## src/rtl/div_seq_pkg.sv

```systemverilog
// Shared ALU definitions for the single-cycle core plus the divider
// sequencer's state type and op-classification helpers.
//   alu_op_e    : ALU control op encoding
//   div_state_e : divider sequencer states
//   is_div      : op is one of DIV/DIVU/REM/REMU
//   is_div_signed / is_div_rem : op sub-classification for the sequencer
package div_seq_pkg;

  typedef enum logic [4:0] {
    ALU_ADD,
    ALU_SUB,
    ALU_SLL,
    ALU_SLT,
    ALU_SLTU,
    ALU_XOR,
    ALU_SRL,
    ALU_SRA,
    ALU_OR,
    ALU_AND,
    ALU_LUI,
    ALU_MUL,
    ALU_MULH,
    ALU_MULHSU,
    ALU_MULHU,
    ALU_DIV,
    ALU_DIVU,
    ALU_REM,
    ALU_REMU
  } alu_op_e;

  typedef enum logic [1:0] {
    IDLE,
    RUN,
    FIX,
    DONE
  } div_state_e;

  function automatic logic is_div(input alu_op_e op);
    return (op == ALU_DIV) || (op == ALU_DIVU) ||
           (op == ALU_REM) || (op == ALU_REMU);
  endfunction

  function automatic logic is_div_signed(input alu_op_e op);
    return (op == ALU_DIV) || (op == ALU_REM);
  endfunction

  function automatic logic is_div_rem(input alu_op_e op);
    return (op == ALU_REM) || (op == ALU_REMU);
  endfunction

endpackage

```

## src/rtl/div_seq_core.sv

```systemverilog
// Radix-2 restoring shift-subtract datapath for unsigned division.
//   clk, rst_n : clock, asynchronous active-low reset
//   load       : capture dividend/divisor, clear remainder, counter = XLEN
//   step       : perform one restoring iteration, decrement counter
//   dividend   : unsigned dividend (magnitude)
//   divisor    : unsigned divisor (magnitude)
//   quotient   : quotient bits (valid after XLEN steps)
//   remainder  : partial / final remainder
//   count      : iterations still to perform
module div_core #(
  parameter int unsigned XLEN  = 32,
  parameter int unsigned CNT_W = $clog2(XLEN) + 1
) (
  input  logic             clk,
  input  logic             rst_n,
  input  logic             load,
  input  logic             step,
  input  logic [XLEN-1:0]  dividend,
  input  logic [XLEN-1:0]  divisor,
  output logic [XLEN-1:0]  quotient,
  output logic [XLEN-1:0]  remainder,
  output logic [CNT_W-1:0] count
);

  logic [XLEN-1:0]  rem_q, rem_d;
  logic [XLEN-1:0]  dvd_q, dvd_d;
  logic [XLEN-1:0]  dvsr_q, dvsr_d;
  logic [CNT_W-1:0] cnt_q, cnt_d;

  logic [XLEN:0] shifted;
  logic [XLEN:0] trial;

  // The partial remainder is always below the divisor, so the shifted value
  // stays under 2*divisor and the MSB of the XLEN+1 bit difference is a
  // reliable borrow flag.
  assign shifted = {rem_q, dvd_q[XLEN-1]};
  assign trial   = shifted - {1'b0, dvsr_q};

  always_comb begin
    rem_d  = rem_q;
    dvd_d  = dvd_q;
    dvsr_d = dvsr_q;
    cnt_d  = cnt_q;
    if (load) begin
      rem_d  = '0;
      dvd_d  = dividend;
      dvsr_d = divisor;
      cnt_d  = CNT_W'(XLEN);
    end else if (step) begin
      if (!trial[XLEN]) begin
        rem_d = trial[XLEN-1:0];
        dvd_d = {dvd_q[XLEN-2:0], 1'b1};
      end else begin
        rem_d = shifted[XLEN-1:0];
        dvd_d = {dvd_q[XLEN-2:0], 1'b0};
      end
      cnt_d = cnt_q - 1'b1;
    end
  end

  always_ff @(posedge clk or negedge rst_n) begin
    if (!rst_n) begin
      rem_q  <= '0;
      dvd_q  <= '0;
      dvsr_q <= '0;
      cnt_q  <= '0;
    end else begin
      rem_q  <= rem_d;
      dvd_q  <= dvd_d;
      dvsr_q <= dvsr_d;
      cnt_q  <= cnt_d;
    end
  end

  assign quotient  = dvd_q;
  assign remainder = rem_q;
  assign count     = cnt_q;

endmodule

```

## src/rtl/div_seq.sv

```systemverilog
// Multi-cycle RV32M divide/remainder sequencer (DIV, DIVU, REM, REMU).
// Stalls the core while a restoring divide runs, then presents the result
// for one cycle with done.
//   clk, rst_n : clock, asynchronous active-low reset
//   start      : M-group R-type instruction present (held while stall=1)
//   alu_op     : op from ALU control; only divide ops are acted on
//   op_a, op_b : dividend (rs1), divisor (rs2)
//   flush      : abort any operation in flight
//   stall      : freeze PC / suppress register-file write
//   busy       : sequencer not idle
//   done       : one-cycle result valid
//   result     : quotient or remainder, held until the next completion
module div_seq
  import div_seq_pkg::*;
#(
  parameter int unsigned XLEN  = 32,
  parameter int unsigned CNT_W = $clog2(XLEN) + 1
) (
  input  logic            clk,
  input  logic            rst_n,
  input  logic            start,
  input  alu_op_e         alu_op,
  input  logic [XLEN-1:0] op_a,
  input  logic [XLEN-1:0] op_b,
  input  logic            flush,
  output logic            stall,
  output logic            busy,
  output logic            done,
  output logic [XLEN-1:0] result
);

  localparam logic [XLEN-1:0] MIN_NEG = {1'b1, {(XLEN-1){1'b0}}};

  div_state_e      state_q, state_d;
  alu_op_e         op_q, op_d;
  logic            sign_quo_q, sign_quo_d;
  logic            sign_rem_q, sign_rem_d;
  logic [XLEN-1:0] result_q, result_d;

  logic            req;
  logic            signed_req;
  logic [XLEN-1:0] a_abs, b_abs;
  logic            div_by_zero, overflow;
  logic [XLEN-1:0] special_res;
  logic [XLEN-1:0] fix_res;

  logic             core_load, core_step;
  logic [XLEN-1:0]  core_quo, core_rem;
  logic [CNT_W-1:0] core_cnt;

  assign req        = start && is_div(alu_op);
  assign signed_req = is_div_signed(alu_op);

  // Negating the most negative value wraps back to itself, which is exactly
  // its magnitude when read as unsigned.
  assign a_abs = (signed_req && op_a[XLEN-1]) ? -op_a : op_a;
  assign b_abs = (signed_req && op_b[XLEN-1]) ? -op_b : op_b;

  assign div_by_zero = (op_b == '0);
  assign overflow    = signed_req && (op_a == MIN_NEG) && (op_b == '1);

  always_comb begin
    special_res = '0;
    if (div_by_zero) begin
      special_res = is_div_rem(alu_op) ? op_a : '1;
    end else if (overflow) begin
      special_res = is_div_rem(alu_op) ? '0 : MIN_NEG;
    end
  end

  always_comb begin
    fix_res = '0;
    if (is_div_rem(op_q)) begin
      fix_res = (is_div_signed(op_q) && sign_rem_q) ? -core_rem : core_rem;
    end else begin
      fix_res = (is_div_signed(op_q) && sign_quo_q) ? -core_quo : core_quo;
    end
  end

  always_comb begin
    state_d    = state_q;
    op_d       = op_q;
    sign_quo_d = sign_quo_q;
    sign_rem_d = sign_rem_q;
    result_d   = result_q;
    core_load  = 1'b0;
    core_step  = 1'b0;
    unique case (state_q)
      IDLE: begin
        if (req) begin
          if (div_by_zero || overflow) begin
            result_d = special_res;
            state_d  = DONE;
          end else begin
            core_load  = 1'b1;
            op_d       = alu_op;
            sign_quo_d = op_a[XLEN-1] ^ op_b[XLEN-1];
            sign_rem_d = op_a[XLEN-1];
            state_d    = RUN;
          end
        end
      end
      RUN: begin
        core_step = 1'b1;
        if (core_cnt == CNT_W'(1)) state_d = FIX;
      end
      FIX: begin
        result_d = fix_res;
        state_d  = DONE;
      end
      DONE: begin
        // start is still high for the retiring instruction; returning to
        // IDLE unconditionally is what prevents a re-trigger.
        state_d = IDLE;
      end
      default: state_d = IDLE;
    endcase
    if (flush) begin
      state_d    = IDLE;
      op_d       = op_q;
      sign_quo_d = sign_quo_q;
      sign_rem_d = sign_rem_q;
      result_d   = result_q;
      core_load  = 1'b0;
      core_step  = 1'b0;
    end
  end

  always_ff @(posedge clk or negedge rst_n) begin
    if (!rst_n) begin
      state_q    <= IDLE;
      op_q       <= ALU_ADD;
      sign_quo_q <= 1'b0;
      sign_rem_q <= 1'b0;
      result_q   <= '0;
    end else begin
      state_q    <= state_d;
      op_q       <= op_d;
      sign_quo_q <= sign_quo_d;
      sign_rem_q <= sign_rem_d;
      result_q   <= result_d;
    end
  end

  div_core #(
    .XLEN  (XLEN),
    .CNT_W (CNT_W)
  ) u_div_core (
    .clk       (clk),
    .rst_n     (rst_n),
    .load      (core_load),
    .step      (core_step),
    .dividend  (a_abs),
    .divisor   (b_abs),
    .quotient  (core_quo),
    .remainder (core_rem),
    .count     (core_cnt)
  );

  assign stall  = ((state_q == IDLE) && req && !flush) ||
                  (state_q == RUN) || (state_q == FIX);
  assign busy   = (state_q != IDLE);
  assign done   = (state_q == DONE);
  assign result = result_q;

endmodule

```

## config.mk

```make
export PLATFORM = sky130hd
export DESIGN_NAME = div_seq
export DESIGN_NICKNAME = d
export VERILOG_FILES = /design/src/rtl/div_seq_pkg.sv /design/src/rtl/div_seq_core.sv /design/src/rtl/div_seq.sv
export SDC_FILE = /design/constraint.sdc
export NUM_CORES = 1
export LEC_CHECK = 0
export BUFFER_PORTS_ARGS = -buffer_cell sky130_fd_sc_hd__buf_2
export CAP_MARGIN = 20
export CORE_MARGIN = 2
export CORE_UTILIZATION = 60
export DETAILED_ROUTE_END_ITERATION = 10
export PLACE_DENSITY = 0.84
export SYNTH_ARGS = -nofsm -noshare
export SYNTH_HDL_FRONTEND = slang
export SYNTH_SLANG_ARGS = --single-unit
```

## constraint.sdc

```tcl
create_clock -name clk -period 3.92 [get_ports clk]
set_input_delay 0.392 -clock clk [delete_from_list [all_inputs] [get_ports clk]]
set_output_delay 0.392 -clock clk [all_outputs]
set_load 0.02 [all_outputs]
```

== After elaboration in Yosys (flattened, before gate mapping) ==
Index checks and enable logic that the tools add are counted.
Word-level totals
  RAM bits: 0
  bits in registers: 143
  memories: 0
  output and inout bits: 35
  bits in latches: 0
  bits in read-only memories: 0
Operators by class
  magnitude comparators: 0
  multiply operators: 0
  reduce and logical (&&, ||, !) cells: 28
  $add $sub $neg: 6
  shifts and indexed selects: 0
  bitwise gates (word level): 3
  equality and inequality tests: 17
  divide/modulo/power cells: 0
  multiplexer cells: 31
Operators by type and width (count)
  32-bit two-way mux: 16
  32-bit negation: 4
  32-bit equality test, second input constant: 2
  32-bit case mux with 2 select lines: 1
  33-bit by 32-bit subtractor with 33-bit output: 1
  32-bit zero test: 1
  5-bit equality test, second input constant: 5
  6-bit two-way mux: 2
  5-bit by 4-bit equality test with 1-bit output, second input constant: 2
  1-bit logical OR: 10
  1-bit logical AND: 9
  2-bit two-way mux: 4
  2-bit case mux with 4 select lines: 1
  4-bit AND reduction: 2
  1-bit two-way mux: 7
  6-bit by 1-bit equality test with 1-bit output, second input constant: 1
  3-bit inequality test, second input constant: 2
  2-bit nonzero test: 3
  6-bit by 1-bit subtractor with 6-bit output, second input constant: 1
  2-bit equality test, second input constant: 2
  2-bit inequality test, second input constant: 2
  2-bit by 1-bit equality test with 1-bit output, second input constant: 1
  2-bit zero test: 1
  1-bit NOT: 2
  other kinds (3): 3

== Depth between registers and ports, before layout ==
Gate-level depths: netlist of run 1.
  depth in word-level cells: 10
  depth in mapped cells: 16

== Modules after synthesis ==
A second synthesis of run 1 with hierarchy kept.
Unflattened totals
  cells, all modules: 1483
  area total of the unflattened synthesis: 12025.3 um^2
By module, submodules not included
  div_core: cells an instance 693, sequential area each 2552.4 um^2, area an instance 6328.6 um^2, times used 1
  div_seq: cells an instance 790, sequential area each 1026.0 um^2, area an instance 5696.7 um^2, times used 1

== Least setup slack after synthesis of run 1 ==
No wires, ideal clock.
  path kind: reg2reg
  start: register u_div_core.dvd_q[31], in the netlist u_div_core.quotient[31]
  end: register u_div_core.rem_q[11], in the netlist u_div_core.remainder[11]
  library setup time: 0.151 ns
  arrival: 3.020 ns
  stages on the path, launching flop included: 13
  path buffers: 1
  required time: 3.769 ns
  slack: 0.750 ns
  cell sequence: dfrtp_1 -> inv_1 -> ha_1 -> fa_1 -> nand2b_1 -> a21oi_1 -> o41ai_1 -> o21ai_0 -> a211oi_1 -> xnor2_1 -> clkbuf_1 -> mux2i_1 -> a211oi_2
On the way
  word-level cells in the longest chain between the ends: 4
RTL lines
  start: declaration: line div_seq_core.sv:26  | logic [XLEN-1:0] dvd_q, dvd_d;
  start signal: assignment: line div_seq_core.sv:69  | dvd_q <= dvd_d;
  33-bit by 32-bit subtractor with 33-bit output: line div_seq_core.sv:37  | assign trial = shifted - {1'b0, dvsr_q};
  32-bit two-way mux: line div_seq_core.sv:50  | if (!trial[XLEN]) begin
  32-bit two-way mux: line div_seq_core.sv:49  | end else if (step) begin
  32-bit two-way mux: line div_seq_core.sv:44  | if (load) begin
  end signal: assignment: line div_seq_core.sv:68  | rem_q <= rem_d;
  end: declaration: line div_seq_core.sv:25  | logic [XLEN-1:0] rem_q, rem_d;
No other way between the ends. The select of a mux whose other input is x is not followed.
A chain may end at the register's enable or synchronous reset.

== Worst setup path in the final report of run 1 ==
  start: register u_div_core.dvd_q[31], in the netlist u_div_core.quotient[31]
  end: register u_div_core.rem_q[6], in the netlist u_div_core.remainder[6]
Same word-level chain as after synthesis.

==> impl_results.md, run 1 <==
* Final hold violations at 0
* Slew of the pin with the lowest slew margin at 1.07 ns
* Most frequent cells in the layout: 156 x nand2_1, 143 x dfrtp_1, 140 x o21ai_0
* Top_reg_cell synth: dfrtp_1
* IO Pins at 108
* Detailed-route vias per instance at 6.23
* FF-to-FF End: u_div_core.remainder[6]
* CP peak stage delay at 0.49 ns
* R2R cell count at 12
* Share of cells above drive strength 1 at 14.9%
* Setup TNS at 0 ns
* Cell count after placement at 1683
* Setup CP Type: reg2reg
* Row count at 50
* Worst min path class: in2reg
* Reg2reg start: u_div_core.quotient[31]
* Die Area at 20300 um2
* Clk buf depth at 2
* Maximum VDD drop at 337 uV
* Slew margin rel. at 28.3%
* Final Critical Period at 3.54 ns
* Antenna cells at 0
* Initial Util at 61.5%
* Leakage at 5.66 nW
* Die Ht at 143 um
* Outcome: complete, no violations
* Clock-pin slew on the worst setup and hold paths at 0.07 ns
* Die Span X at 143 um
* DPL Wire Length at 21.8 mm
* RD Place Congestion at 0.912
* # Max-Cap Violations at 0
* TritonCTS clock tree: built
* CTS Buf Count at 17
* R2R Setup Slk at 0.38 ns
* Post-synth EDFFs at 0
* Initial DRC Count at 1170
* PortBufs at 107
* Critical Path Start Type: flip-flop
* Final Net Count at 1589
* Async SR Flop Fraction at 100%
* Number of global-route vias before repair at 9752
* Final period util at 90.4%
* Final WL at 30.2 mm
* Clk_lat worst skew at 0.44 ns
* Slew Viols, Final at 0
* Seq/Total Area, Yosys at 31.0%
* CTS-repair resized insts at 0
* Largest net degree at the start of global routing at 120
* Unique masters post-synth at 64
* Post-route ant nets at 0
* Multi-input gate area at 7370 um2
* Critical path endpoint category: flip-flop
* RSZ-0062 raised after global routing: no
* WP data required at 4.20 ns
* FF+latch count, synth at 143
* Commonest non-fill, non-tap cell in the layout: nand2_1
* Highest-delay cell along the critical path: o21ai_0
* Drt drc at 0
* 1st-pass router iterations at 5
* CTS H-Tree Depth at 4
* Hold Crit Depth at 2
* FMAX at 0.282 GHz
* Critical path depth at 12
* Gr usage total at 29.8%
* Design area at 12900 um2
* Synth warn at 0
* CTS Root Buffer Type: clkbuf_16
* Pwr per Cell Area at 737 nW/um2
* First-pass GRT wire length at 48.9 mm
* Post-Syn Nets at 1516
* Syn Area/Cell at 8.24 um2
* Seq. cell area at 3580 um2
* GR Overflow Total at 0
* Antenna violations before repair at 0
* Layout area overhead at 12.0%
* Setup-failing EPs final at 0
* CP max FO at 22
* Post-CTS setup buffers at 0
* Largest delay share family, worst path: compound AO/OA/AOI/OAI gates
* Clock Sink Count at 143
* Core area at 18800 um2
* WHS at 0.187 ns
* Hold Startpoint: flush
* Routed via count at 10700
* WL/cell at 17.6 um
* Post-layout util at 68.8%
* DP Area at 12200 um2
* Worst Path Buf+Inv at 2
* Mapped Cells at 1399
* Worst Hold End: state_q[1]
* Worst-path cell chain: inv_1, ha_1, fa_1, nand2b_1, a21oi_1, o41ai_1, o21ai_0, a211oi_1, xnor2_2, buf_4, mux2i_1, a211oi_2
* Worst clock skew at 0.0124 ns
* Mapped Area at 11500 um2
* Worst EP arrival at 3.82 ns
* Fillers at 1451
* Non-filler cells, final at 1719
synth_stat cells, types with 14 or more instances:
cell	n	area share, %
nand3_1	19	0.82
mux2i_1	56	4.9
ha_1	43	4.7
clkbuf_1	66	2.1
xor2_1	57	4.3
a21o_1	38	2.5
inv_1	61	2.0
nand4_1	14	0.76
or3_1	16	0.87
o211ai_1	31	2.0
a21oi_1	107	4.6
nand2_1	156	5.1
xnor2_1	93	7.1
dfrtp_1	143	31
a211oi_2	28	3.0
nor2_1	113	3.7
a31oi_1	14	0.76
o21ai_0	140	6.1
nor3_1	32	1.4
nand2b_1	16	0.87
o31ai_1	20	1.3
cell type report:
type                    instances  share of cell area [%]
clock buffers                  19                    3.35
clock inverters                13                    1.28
inverters                      61                    1.77
multi-input cells            1114                    57.1
flip-flops and latches        143                    27.7
well taps                     234                    2.27
repair buffers                135                    6.54
through the flow:
step / worst slack (ns) / total power [mW]
after detailed placement: 0.475 / 7.67
after global placement: 0.508 / 7.52
after CTS: 0.429 / 9.40
final: 0.375 / 9.52
after floorplan: 0.750 / 6.51
after global routing: 0.155 / 10.2
registers in the layout, indices dropped and copies added (netlist names):
name	flops
sign_quo_q	1
u_div_core.dvsr_q	32
u_div_core.remainder	32
u_div_core.count	6
sign_rem_q	1
op_q	5
result	32
u_div_core.quotient	32
state_q	2
cell families after synthesis:
kind of cell	count (synthesis)	synth area share [%]
flops	143	31.0
fa+ha+maj	44	4.84
buf+inv	142	5.28
mux	63	5.67
compound gates	431	24.2
simple gates	426	17.6
xor+xnor	150	11.4
worst register-to-register path, cell delays in order, from the launching register on:
cell and delay, ns:
dfrtp_1 0.43, inv_1 0.11, ha_1 0.24, fa_1 0.38
nand2b_1 0.20, a21oi_1 0.26, o41ai_1 0.16, o21ai_0 0.49
a211oi_1 0.21, xnor2_2 0.19, buf_4 0.34, mux2i_1 0.30
a211oi_2 0.09
repair_timing:
item                                   in CTS  in global routing
endpoints found under the hold margin       0                 43
hold buffers                                0                  1
setup endpoints to repair                   0                  0
power breakdown:
group | total, mW | switching, mW | internal (mW)
Clock | 1.67 | 0.669 | 1.00
Combinational | 5.16 | 2.94 | 2.22
Sequential | 2.69 | 0.727 | 1.97
Total | 9.52 | 4.33 | 5.19
worst max path at each step:
stage	slack [ns]	from	to
floorplan	0.75	u_div_core.quotient[31]	u_div_core.remainder[11]
global placement	0.51	u_div_core.quotient[31]	u_div_core.remainder[7]
detailed placement	0.48	u_div_core.quotient[31]	u_div_core.remainder[5]
CTS	0.43	u_div_core.quotient[31]	u_div_core.remainder[6]
global route	0.15	u_div_core.quotient[31]	u_div_core.remainder[10]
finish	0.38	u_div_core.quotient[31]	u_div_core.remainder[6]
layer usage:
layer  vias to the layer above  GRT usage, %  part of all wire [%]
li1                       5118             -                     -
met5                         -             0                     0
met2                       445          47.0                    46
met4                         0          10.4                   3.0
met3                        79          5.10                   7.3
met1                      5065          41.5                    44
Power figures use the tool's default switching activity.
==> run 2, diff against run 1 <==
RECOVER_POWER = 25   (was default)
==> impl_results.md, run 2 (synthesis gave the netlist of run 1 again) <==
* Outcome: finished, violations left
* Failing checks: max-capacitance violations, max-slew violations
* Die Area at 20300 um2
* Leakage at 5.66 nW
* Slew of the pin with the lowest slew margin at 2.50 ns
* Hold Startpoint: flush
* Fillers at 1452
* Post-layout util at 68.8%
* Die Ht at 143 um
* Highest-delay cell along the critical path: o21ai_0
* Antenna violations before repair at 0
* Routed via count at 10700
* Worst min path class: in2reg
* Final hold violations at 0
* Clock Sink Count at 143
* Setup CP Type: reg2reg
* Post-CTS setup buffers at 0
* Detailed-route vias per instance at 6.25
* Power share of the clock group at 17.6%
* WL/cell at 17.6 um
* Pwr per Cell Area at 738 nW/um2
* Largest net degree at the start of global routing at 120
* RSZ-0062 raised after global routing: no
* Setup-failing EPs final at 0
* Die Span X at 143 um
* PortBufs at 107
* Final Critical Period at 3.54 ns
* Multi-input gate area at 7370 um2
* Setup TNS at 0 ns
* Commonest non-fill, non-tap cell in the layout: nand2_1
* FF-to-FF End: u_div_core.remainder[6]
* Final Net Count at 1589
* Sequential share of power at 28.2%
* Antenna cells at 0
* Seq. cell area at 3580 um2
* Drt drc at 0
* DPL Wire Length at 21.8 mm
* Post-route ant nets at 0
* CTS H-Tree Depth at 4
* Largest delay share family, worst path: compound AO/OA/AOI/OAI gates
* 1st-pass router iterations at 5
* Final period util at 90.2%
* Gr usage total at 29.8%
* Most frequent cells in the layout: 156 x nand2_1, 143 x dfrtp_1, 140 x o21ai_0
* WP data required at 4.20 ns
* Worst EP arrival at 3.81 ns
* Worst Hold End: state_q[1]
* R2R Setup Slk at 0.38 ns
* GR Overflow Total at 0
* CTS Root Buffer Type: clkbuf_16
* Row count at 50
* Critical Path Start Type: flip-flop
* Initial Util at 61.5%
* Number of global-route vias before repair at 9752
* Final WL at 30.2 mm
* Hold Crit Depth at 2
* Worst Path Buf+Inv at 2
* R2R cell count at 12
* IO Pins at 108
* Layout area overhead at 11.9%
* Slew margin rel. at -66.7%
* Core area at 18800 um2
* Reg2reg start: u_div_core.quotient[31]
* Clk buf depth at 2
* P_sw at 4.33 mW
* FMAX at 0.283 GHz
* Logic pwr share at 54.2%
* Design Power at 9.52 mW
* Critical path endpoint category: flip-flop
* Sw Share at 45.5%
* Worst clock skew at 0.0147 ns
* Slew Viols, Final at 45
* Initial DRC Count at 1188
* CP peak stage delay at 0.49 ns
* CTS Buf Count at 17
* Worst-path cell chain: inv_1, ha_1, fa_1, nand2b_1, a21oi_1, o41ai_1, o21ai_0, a211oi_1, xnor2_2, buf_4, mux2i_1, a211oi_2
* CP max FO at 22
* Design internal power at 5.19 mW
* Maximum VDD drop at 337 uV
* # Max-Cap Violations at 1
* Clock-pin slew on the worst setup and hold paths at 0.06 ns
* Share of cells above drive strength 1 at 14.8%
* TritonCTS clock tree: built
* First-pass GRT wire length at 48.9 mm
* Clk_lat worst skew at 0.44 ns
* RD Place Congestion at 0.912
run 2: layout make-up:
cell class	count	share of cell area (%)
flip-flops and latches	143	27.7
clock inverters	13	1.28
multi-input cells	1114	57.1
clock buffers	19	3.35
inverters	61	1.77
repair buffers	135	6.47
well taps	234	2.27
run 2: how the worst max path moves through the flow:
stage,from,to,slack (ns),cells past startpoint
after detailed placement,u_div_core.quotient[31],u_div_core.remainder[5],0.48,12
after CTS,u_div_core.quotient[31],u_div_core.remainder[6],0.43,12
after floorplan,u_div_core.quotient[31],u_div_core.remainder[11],0.75,12
final,u_div_core.quotient[31],u_div_core.remainder[6],0.38,12
after global placement,u_div_core.quotient[31],u_div_core.remainder[7],0.51,12
after global routing,u_div_core.quotient[31],u_div_core.remainder[10],0.15,12
run 2: layer usage:
metal	vias to the layer above	GRT usage [%]	wire, um
met2	483	47.0	13800
li1	5118	-	-
met3	63	5.10	2350
met1	5080	41.5	13200
met4	0	10.4	826
met5	-	0	0
run 2: repair_timing:
| action | in CTS | in global routing |
|---|---|---|
| resized for setup | 0 | 0 |
| endpoints found under the hold margin | 0 | 43 |
| hold buffers | 0 | 1 |
run 2: power by group through the flow:
stage	Clock (mW)	Sequential, mW	Combinational [mW]
3_3_place_gp	0	2.64	4.87
6_report	1.67	2.69	5.16
3_5_place_dp	0	2.67	4.99
4_1_cts	1.67	2.66	5.06
2_1_floorplan	0	2.42	4.09
5_1_grt	1.74	2.76	5.67
run 2: per-stage QoR:
step | setup slack [ns] | cells | instance area, um2 | hold WS, ns
global placement | 0.508 | 1683 | 12200 | 0.455
detailed placement | 0.475 | 1683 | 12200 | 0.460
finish | 0.383 | 1719 | 12900 | 0.190
global route | 0.155 | 1719 | 12900 | 0.208
floorplan | 0.750 | 1399 | 11500 | 0.0964
CTS | 0.429 | 1715 | 12800 | 0.187
==> run 3, diff against run 2 <==
CAP_MARGIN = default   (was 20)
clock period = 3.9 ns   (was 3.92 ns; I/O delays follow)
==> impl_results.md, run 3 (synthesis gave the netlist of run 1 again) <==
* RD Place Congestion at 0.912
* Clk_lat worst skew at 0.44 ns
* Multi-input gate area at 7370 um2
* FMAX at 0.287 GHz
* RSZ-0062 raised after global routing: no
* Maximum VDD drop at 480 uV
* Worst clock skew at 0.00835 ns
* Pwr per Cell Area at 751 nW/um2
* Critical Path Start Type: flip-flop
* CTS H-Tree Depth at 4
* 1st-pass router iterations at 9
* Die Ht at 143 um
* Worst min path class: in2reg
* Final WL at 31.5 mm
* Fillers at 1482
* Final period util at 89.5%
* WL/cell at 18.4 um
* Final hold violations at 0
* Place WS at 0.230 ns
* IO Pins at 108
* Final worst slack at 0.411 ns
* Hold Buf Count CTS at 0
* WP data required at 4.16 ns
* GR Overflow Total at 0
* Leakage at 5.63 nW
* Final Net Count at 1587
* Antenna cells at 0
* Drt drc at 0
* Detailed-route vias per instance at 6.35
* Initial Util at 61.5%
* Routed via count at 10900
* CTS Root Buffer Type: clkbuf_16
* Initial DRC Count at 1168
* Core area at 18800 um2
* CTS Buf Count at 17
* Layout area overhead at 11.4%
* Slew margin rel. at -55.6%
* Slew Viols, Final at 95
* Die Span X at 143 um
* DP Area at 12300 um2
* Commonest non-fill, non-tap cell in the layout: nand2_1
* Number of global-route vias before repair at 10300
* CP max FO at 39
* Setup CP Type: reg2reg
* Outcome: finished, violations left
* Seq. cell area at 3580 um2
* Clk buf depth at 2
* Clock-pin slew on the worst setup and hold paths at 0.06 ns
* Antenna violations before repair at 0
* Gr usage total at 31.6%
* Most frequent cells in the layout: 156 x nand2_1, 143 x dfrtp_1, 140 x o21ai_0
* Design area at 12800 um2
* DPL Wire Length at 22.5 mm
* Largest net degree at the start of global routing at 95
* Share of cells above drive strength 1 at 14.8%
* PortBufs at 107
* Post-route ant nets at 0
* Slew of the pin with the lowest slew margin at 2.33 ns
* First-pass GRT wire length at 51.6 mm
* Worst EP arrival at 3.75 ns
* Row count at 50
* Critical path endpoint category: flip-flop
* Failing checks: max-capacitance violations, max-slew violations
* Die Area at 20300 um2
* Final Critical Period at 3.49 ns
* Setup TNS at 0 ns
* # Max-Cap Violations at 1
* TritonCTS clock tree: built
* Post-CTS setup buffers at 0
* Setup-failing EPs final at 0
* Clock Sink Count at 143
* CTS-repair resized insts at 0
## run 3: metal layers
layer	up-vias	wire length [um]	global-route usage, %
met3	88	2520	4.66
met5	-	0	0
li1	5114	-	-
met2	563	14500	51.1
met1	5117	13500	43.1
met4	0	890	12.0
## run 3: final cells by class
type / count / area share, %
multi-input combinational: 1114 / 57.4
clock inverter: 9 / 0.867
sequential: 143 / 27.9
inverter: 61 / 1.78
timing repair buffer: 133 / 6.17
clock buffer: 21 / 3.66
tap: 234 / 2.28
## run 3: final timing paths
check	from	endpoint	slack (ns)	cells after the start
worst max register to register	u_div_core.quotient[31]	u_div_core.remainder[2]	0.41	14
worst min register to register	result[29]	result[29]	0.47	1
min in group asynchronous	rst_n	u_div_core.quotient[3]	0.67	1
worst min-delay path	alu_op[3]	op_q[4]	0.19	2
max in group asynchronous	rst_n	u_div_core.dvsr_q[24]	1.84	2
worst max-delay path	u_div_core.quotient[31]	u_div_core.remainder[2]	0.41	14
## run 3: power by group
group | internal [mW] | total [mW] | switching, mW | leakage [nW]
logic | 2.26 | 5.31 | 3.04 | 3.56
clock network | 0.985 | 1.63 | 0.649 | 0.281
registers | 1.98 | 2.71 | 0.731 | 1.79
## run 3: stage by stage
stage	cells	hold WS, ns	utilization, %	power, mW
global route	1715	0.195	68.5	10.4
detailed placement	1685	0.460	65.4	7.81
CTS	1715	0.0891	68.5	9.54
finish	1715	0.189	68.5	9.65
global placement	1685	0.454	65.4	7.62
floorplan	1399	0.0944	-	6.54
## run 3: critical path: stages, from the launching register on
cell and delay [ns]:
dfrtp_1 0.42, inv_1 0.11, ha_1 0.18, fa_1 0.19, nand2b_1 0.19, a21oi_1 0.14, o41ai_1 0.51, o21ai_0 0.18
buf_4 0.18, a211oi_1 0.33, xnor2_2 0.20, buf_12 0.29, nor2_1 0.07, a31oi_1 0.21, a211oi_2 0.10
